==> config.mk <==
export PLATFORM = sky130hd
export DESIGN_NAME = packet_framer
export DESIGN_NICKNAME = d
export VERILOG_FILES = /design/src/rtl/packet_framer.sv
export SDC_FILE = /design/constraint.sdc
export NUM_CORES = 1
export LEC_CHECK = 0
export CORE_ASPECT_RATIO = 0.75
export CORE_MARGIN = 3
export CORE_UTILIZATION = 54
export CTS_CLUSTER_SIZE = 20
export DETAILED_ROUTE_END_ITERATION = 8
export PLACE_DENSITY_LB_ADDON = 0.2
export SYNTH_ARGS = -nofsm -noshare
export SYNTH_HDL_FRONTEND = slang
export SYNTH_SLANG_ARGS = --single-unit
==> constraint.sdc <==
create_clock -name clk -period 4.85 [get_ports clk]
set_input_delay 1.455 -clock clk [delete_from_list [all_inputs] [get_ports clk]]
set_output_delay 1.455 -clock clk [all_outputs]
set_load 0.03 [all_outputs]
==> src/rtl/packet_framer.sv <==
// ---------------------------------------------------------------------------
// packet_framer
//   Buffers 32-bit source words in a small FIFO and emits them downstream as
//   packets of pkt_len words. The first word is marked with start_of_packet
//   and the last with end_of_packet. Every packet is followed by one gap cycle.
//   Source bubbles inside a packet are counted as underruns.
//
// Ports
//   clk             : single clock, rising edge
//   rst             : asynchronous active-high reset
//   in_valid        : source offers in_data
//   in_data  [31:0] : source word
//   in_ready        : FIFO not full; a word is accepted when in_valid & in_ready
//   enable          : permits a new packet to start
//   pkt_len  [3:0]  : payload words per packet (1..15), sampled at packet start
//   data_valid      : qualifies packet_data_out (registered)
//   packet_data_out : downstream word (registered, holds when not valid)
//   start_of_packet : first word of a packet (registered)
//   end_of_packet   : last word of a packet (registered)
//   busy            : state machine is in SEND or GAP
//   packet_count    : packets emitted, wraps at 256
//   underrun_count  : mid-packet bubble cycles, saturates at 15
// ---------------------------------------------------------------------------
module packet_framer #(
  parameter int FIFO_DEPTH = 4
) (
  input  logic        clk,
  input  logic        rst,
  input  logic        in_valid,
  input  logic [31:0] in_data,
  output logic        in_ready,
  input  logic        enable,
  input  logic [3:0]  pkt_len,
  output logic        data_valid,
  output logic [31:0] packet_data_out,
  output logic        start_of_packet,
  output logic        end_of_packet,
  output logic        busy,
  output logic [7:0]  packet_count,
  output logic [3:0]  underrun_count
);

  localparam int PTR_W = $clog2(FIFO_DEPTH);
  localparam logic [PTR_W:0] FULL_FILL = (PTR_W + 1)'(FIFO_DEPTH);

  typedef enum logic [1:0] {
    IDLE = 2'd0,
    SEND = 2'd1,
    GAP  = 2'd2
  } state_t;

  state_t            state, state_d;

  logic [31:0]       mem [FIFO_DEPTH];
  logic [PTR_W-1:0]  wr_ptr, rd_ptr;
  logic [PTR_W:0]    fill;
  logic              full, empty, push, pop;

  logic [3:0]        len_q, len_d;
  logic [3:0]        idx, idx_d;
  logic              sop_d, eop_d, under_inc;

  // -------------------------------------------------------------------------
  // Input FIFO
  // -------------------------------------------------------------------------
  assign full     = (fill == FULL_FILL);
  assign empty    = (fill == '0);
  assign in_ready = ~full;
  // in_ready is low whenever full, so a same-cycle pop never frees room for
  // a write; the write is simply refused.
  assign push     = in_valid & in_ready;

  // NOTE: sequential state uses non-blocking assignments so every register
  // samples the pre-edge values, independent of statement order.
  always_ff @(posedge clk or posedge rst) begin
    if (rst) begin
      wr_ptr <= '0;
      rd_ptr <= '0;
      fill   <= '0;
    end else begin
      if (push) wr_ptr <= wr_ptr + 1'b1;
      if (pop)  rd_ptr <= rd_ptr + 1'b1;
      case ({push, pop})
        2'b10:   fill <= fill + 1'b1;
        2'b01:   fill <= fill - 1'b1;
        default: ;
      endcase
    end
  end

  // NOTE: the storage array is not reset; entries are only read after being
  // written, and the pointers/fill count that define validity are reset.
  always_ff @(posedge clk) begin
    if (push) mem[wr_ptr] <= in_data;
  end

  // -------------------------------------------------------------------------
  // Framing state machine
  // -------------------------------------------------------------------------
  // NOTE: every signal driven here gets a default first, so no path through
  // the case can leave one unassigned and infer a latch.
  always_comb begin
    state_d   = state;
    len_d     = len_q;
    idx_d     = idx;
    pop       = 1'b0;
    sop_d     = 1'b0;
    eop_d     = 1'b0;
    under_inc = 1'b0;
    case (state)
      IDLE: begin
        if (enable && !empty && pkt_len != 4'd0) begin
          pop     = 1'b1;
          sop_d   = 1'b1;
          len_d   = pkt_len;
          idx_d   = 4'd1;
          // A one-word packet starts and ends on the same word.
          eop_d   = (pkt_len == 4'd1);
          state_d = eop_d ? GAP : SEND;
        end
      end
      SEND: begin
        if (!empty) begin
          pop     = 1'b1;
          idx_d   = idx + 4'd1;
          // idx is the index of the word being emitted now.
          eop_d   = (idx == len_q - 4'd1);
          state_d = eop_d ? GAP : SEND;
        end else begin
          under_inc = 1'b1;
        end
      end
      GAP:     state_d = IDLE;
      default: state_d = IDLE;
    endcase
  end

  always_ff @(posedge clk or posedge rst) begin
    if (rst) begin
      state           <= IDLE;
      len_q           <= '0;
      idx             <= '0;
      data_valid      <= 1'b0;
      start_of_packet <= 1'b0;
      end_of_packet   <= 1'b0;
      packet_data_out <= '0;
      packet_count    <= '0;
      underrun_count  <= '0;
    end else begin
      state           <= state_d;
      len_q           <= len_d;
      idx             <= idx_d;
      data_valid      <= pop;
      start_of_packet <= sop_d;
      end_of_packet   <= eop_d;
      if (pop)   packet_data_out <= mem[rd_ptr];
      if (eop_d) packet_count    <= packet_count + 8'd1;
      if (under_inc && underrun_count != 4'hF)
        underrun_count <= underrun_count + 4'd1;
    end
  end

  assign busy = (state == SEND) || (state == GAP);

endmodule

Yosys cells after proc, flatten, opt, wreduce, memory -nomap -nowiden
Memories as Yosys holds them, arrays and structs flattened. A register that Yosys moved wholly into a read port is not among the register bits.
Cells that the tools add are included.
{"block": "op_classes", "n_mux": 20, "n_div": 0, "shift": 0, "n_eq_ne": 10, "bitwise_logic": 2, "reduce_logical": 13, "n_lt_le_gt_ge": 0, "n_mul": 0, "add_sub_neg": 8}
{"op": "1-bit 2-to-1 mux", "n": 9}
{"op": "4-bit by 1-bit adder with 4-bit output (second input constant)", "n": 2}
{"op": "8-bit by 1-bit adder with 8-bit output (second input constant)", "n": 1}
{"op": "2-bit 2-to-1 mux", "n": 4}
{"op": "4-bit 2-to-1 mux", "n": 2}
{"op": "4-bit one-hot mux with 2 select lines", "n": 1}
{"op": "3-bit one-hot mux with 2 select lines", "n": 1}
{"op": "2-bit by 1-bit adder with 2-bit output (second input constant)", "n": 2}
{"op": "2-bit by 1-bit == test with 1-bit output (second input constant)", "n": 2}
{"op": "2-bit == test (second input constant)", "n": 2}
{"op": "4-bit by 1-bit == test with 1-bit output (second input constant)", "n": 1}
{"op": "4-bit == test", "n": 1}
{"op": "2-bit inequality test (second input constant)", "n": 2}
{"op": "4-bit inequality test (second input constant)", "n": 1}
{"op": "1-bit one-hot mux with 2 select lines", "n": 2}
{"op": "2-bit one-hot mux with 2 select lines", "n": 1}
{"op": "2-bit AND reduction", "n": 2}
{"op": "2-bit nonzero test", "n": 2}
{"op": "4-bit nonzero test", "n": 1}
{"op": "4-bit by 1-bit subtractor with 4-bit output (second input constant)", "n": 1}
{"op": "3-bit by 1-bit adder with 3-bit output (second input constant)", "n": 1}
{"op": "3-bit == test (second input constant)", "n": 1}
{"op": "1-bit logical AND", "n": 3}
{"op": "3-bit zero test", "n": 1}
{"op": "7 further kinds", "n": 7}
{"block": "word_totals", "wordCells": 65, "memories": 1, "out_inout_bits": 49, "in_bits": 40, "mem_bits_rw": 128, "register_bits": 32, "latch_bits": 0, "mem_bits_ro": 0}
{"name": "mem", "depth": 4, "word_bits": 32, "read_ports": 1, "rd_ports_with_merged_regs": 1, "wr": 1, "line_no": "54", "source": "logic [31:0] mem [FIFO_DEPTH];"}

Longest topological paths before layout
{"block": "depth", "depth_word": 8, "depth_mapped": 13, "ltp_nobuf": 11}

Worst setup path before layout
No wires, ideal clock.
{"block": "synth_path", "path_kind": "in2reg", "startpoint": "in pkt_len[0]", "endpoint": "reg fill[2]", "arrival_time_ns": 3.152, "cell_stages": 11, "slack_ns": 1.573, "n_path_buf": 2, "setup_ns": 0.125, "required_ns": 4.725, "path_cell_list": "o41ai_2 nor2_1 o21ba_1 buf_2 buf_2 ha_1 inv_1 fa_1 xor2_1 nor2_1 xor2_1"}
{"block": "synth_between", "elab_chain_len": 6, "elab_cells_between_ends": 8, "classes_between": "2 x eq/ne; 3 x mux; 3 x reduce/logical"}
{"item": "start: declaration", "line_no": "33", "source": "input logic [3:0] pkt_len,"}
{"item": "4-bit nonzero test *", "line_no": "112", "source": "if (enable && !empty && pkt_len != 4'd0) begin"}
{"item": "1-bit logical AND *", "line_no": "112"}
{"item": "1-bit 2-to-1 mux *", "line_no": "112"}
{"item": "1-bit one-hot mux with 2 select lines *", "line_no": "110", "source": "case (state)"}
{"item": "via pop", "line_no": "57", "source": "logic full, empty, push, pop;"}
{"item": "2-bit by 1-bit == test with 1-bit output / 2-bit == test (equally long branches)", "line_no": "83", "source": "case ({push, pop})"}
{"item": "3-bit one-hot mux with 2 select lines / 2-bit nonzero test (equally long branches)"}
{"item": "end signal: assignment", "line_no": "84", "source": "2'b10: fill <= fill + 1'b1;"}
{"item": "end signal: assignment", "line_no": "85", "source": "2'b01: fill <= fill - 1'b1;"}
{"item": "end: declaration", "line_no": "56", "source": "logic [PTR_W:0] fill;"}
The timed path passes the listed nets; every way through them passes the cells marked *.
A chain may end at the register's enable or synchronous reset.

Final worst setup path
{"block": "layout_path", "startpoint": "reg state[0]", "endpoint": "out busy"}
{"block": "layout_between", "elab_chain_len": 2, "elab_cells_between_ends": 3, "classes_between": "2 x eq/ne; 1 x reduce/logical"}
{"item": "start: declaration", "line_no": "52", "source": "state_t state, state_d;"}
{"item": "start signal: assignment", "line_no": "150", "source": "state <= state_d;"}
{"item": "2-bit by 1-bit == test with 1-bit output / 2-bit == test (equally long branches)", "line_no": "163", "source": "assign busy = (state == SEND) || (state == GAP);"}
{"item": "1-bit logical OR *", "line_no": "163"}
{"item": "end: declaration", "line_no": "38", "source": "output logic busy,"}
Mark *: on every way between the ends. The rest lies on a longest branch, timed or not.

==> results.cfg <==
[run_status]
outcome = finished clean

[power_and_ir_drop]
ir_worst_vdd_v = 0.000435
power.density_nw_per_um2 = 676
seqPwrFrac = 0.414
combPwrFrac = 0.355
finalPower_mw = 6.19
p_int_mw = 4.17
switchingPower_mw = 2.03
p_clk_frac = 0.231
p_leak_nw = 3.34
p_sw_frac = 0.327

[timing]
slew_headroom = 0.402
rsz0062_at_grt = no
min_period_over_period = 0.665
setup_violations = 0
hold_viol = 0
worst_pin_slew_ns = 0.897
finalMaxSlewViolations = 0
final.setup_skew_ns = 0.00905
fin_hold_ws_ns = 0.472
tns_ns = 0
timing.fmax_mhz = 310
min_period_ns = 3.23

[placement]
dp_hpwl_mm = 7.98
placedCellCount = 636
globalplace.congestion = 0.780
port_buffers = 88

[final_layout]
syn2layout_area_growth_pct = 22.6
fin_nets = 536
drive_gt1_frac = 0.167
n_antenna_cell = 0
fin_util = 0.692
final_cells = 668
fill_cells = 869

[clocking]
cts_buffer_depth = 2
cts_resized = 0
tritoncts = built
root_buffer = clkbuf_16
cts_hold_buf = 0
clock-sinks = 192
h-tree-depth = 4
post-cts-setup-buffers = 0
clk_pin_slew_ns = 0.06
cts_buffers = 17
clk-insertion-delay-late_ns = 0.42

[grt]
gr-usage-met2 = 0.300
use_met3 = 0.0595
grt_pass1_wl_mm = 21.1
grt_pass1_vias = 3993
grt.met1_usage = 0.250
grt_max_degree = 36
grt_util_all_layers = 0.186
grt-busiest-layer = met2
antenna_found_initial = 0
gr-total-overflow = 0

[drt]
vias = 3735
routed_wirelength_mm = 13.0
avgRoutedWirePerCell_um = 19.5
drc_errors = 0
drtIter0Drc = 189
firstDrtPassIters = 4
drtAntennaViolNets = 0
viasPerCell = 5.59

[die]
pin_count = 89
core_region_area_um2 = 13200
start_util = 0.565
fp.dieW_um = 142
die_y_um = 108
row_count = 36
die_area_um2 = 15300

[worst_setup_path]
cp-start-kind = register
crit_slowest_cell = clkdlybuf4s50_1
critPathMaxFanout = 2
cp_num_buf_inv = 2
worstSetupPathType = register to output pin
cpLargestDelayFamily = buffers and inverters
cp.depth = 3
cp_slowest_stage_delay_ns = 0.67
reg2reg_depth = 9
critical_path.cell_chain = inv_1, ha_1, clkdlybuf4s50_1
end_kind = output pin
critical_path_required_ns = 3.39
worstPathArrival_ns = 1.77

[synth]
syn_nets = 438
synth.distinct_cells = 40
synth_cells = 386
synth_top_area_share = 0.514
synth.ff_latch_count = 192
synth_area_leaders = edfxtp_1 51%, dfrtp_1 21%, mux4_2 9.6%, mux2_1 5.4%, ha_1 1.8%
yosys.area.top_type = edfxtp_1
netlist_area_um2 = 7480
yosysSeqAreaShare = 0.728
synth_warnings = 0
syn_avg_cell_area_um2 = 19.4

[flow_run]
cap_violations = 0

[hold_path]
hold_depth = 1
hp-class = register to register
-- worst reg2reg max path, stage by stage, from the launching register on --
cell	delay, ns
dfrtp_1	0.38
inv_1	0.08
ha_1	0.44
o21ba_2	0.23
ha_1	0.17
inv_1	0.06
fa_1	0.37
xor2_1	0.15
nor2_1	0.11
xor2_1	0.16
-- logic make-up after synthesis --
kind of cell	after synthesis	share of synthesized area
AO/OA/AOI/OAI	18	0.0187
AND/OR/NAND/NOR	47	0.0378
multiplexers	70	0.153
adder cells (fa/ha/maj)	12	0.0211
XOR/XNOR	21	0.0266
flip-flops	192	0.728
buffers and inverters	26	0.0144
-- metrics by stage --
stage               worst slack, ns  cell area, um^2
finish                         1.62             9170
CTS                            1.59             9170
global placement               1.33             8560
detailed placement             1.25             8560
global route                   1.55             9170
floorplan                      1.57             7480
-- power groups by stage --
stage,combinational [mW],sequential (mW),clock (mW)
floorplan,1.26,2.80,0
global placement,2.17,2.57,0
detailed placement,2.23,2.60,0
CTS,2.24,2.57,1.46
global route,2.38,2.62,1.53
finish,2.20,2.57,1.43
-- flip-flops by register name (all words and copies together) (netlist names) --
signal           flops
fill                 3
packet_data_out     32
data_valid           1
len_q                4
start_of_packet      1
end_of_packet        1
packet_count         8
idx                  4
wr_ptr               2
underrun_count       4
state                2
rd_ptr               2
mem                128
-- worst paths after layout --
kind | start | endpoint | slack [ns]
worst min-delay path | packet_count[7] | packet_count[7] | 0.47
min in group asynchronous | rst | packet_count[6] | 1.44
worst max-delay path | state[0] | busy | 1.62
max in group asynchronous | rst | rd_ptr[1] | 2.67
worst max register to register | state[1] | fill[2] | 2.61
worst min register to register | packet_count[7] | packet_count[7] | 0.47
-- metal layers --
metal / wire (um) / up-vias
met5: 0 / -
met4: 83 / 0
met3: 649 / 9
met2: 6520 / 81
met1: 5760 / 1944
li1: - / 1701
-- synth_stat cells, drive strengths merged --
cell    number
edfxtp     128
dfrtp       64
mux2        36
mux4        32
nand2       14
inv         12
xor2        12
ha          11
buf          8
xnor2        8
o21ai        7
clkbuf       6
nand3        6
nor3         6
nor2         5
and3         4
nand4        4
a31oi        3
a21oi        2
mux2i        2
nor3b        2
nor4         2
nor4b        2
a221oi       1
a22o         1
a22oi        1
a32o         1
and2         1
fa           1
o21ba        1
o41ai        1
or4b         1
xor3         1
-- cells in the final DEF, fill, tap and decap left out, drive strengths merged, types with 5 or more instances in the layout --
cell           count
mux4              32
ha                11
o21ai              7
xor2              12
nor2               5
mux2              36
nand3              6
edfxtp           128
nor3               6
clkinv             6
nand2             14
xnor2              8
clkbuf            20
dfrtp             64
buf                5
clkdlybuf4s50     88
inv               12
-- final cells by class --
cell class                      instances  area (um^2)  area share
Clock buffer                           20          447      0.0487
Clock inverter                         12          165      0.0180
Inverter                               12         45.0     0.00491
Multi-Input combinational cell        168         1930       0.211
Sequential cell                       192         5450       0.594
Tap cell                              171          214      0.0233
Timing Repair Buffer                   93          918       0.100
Note: power is estimated with default switching activity, not from simulation.
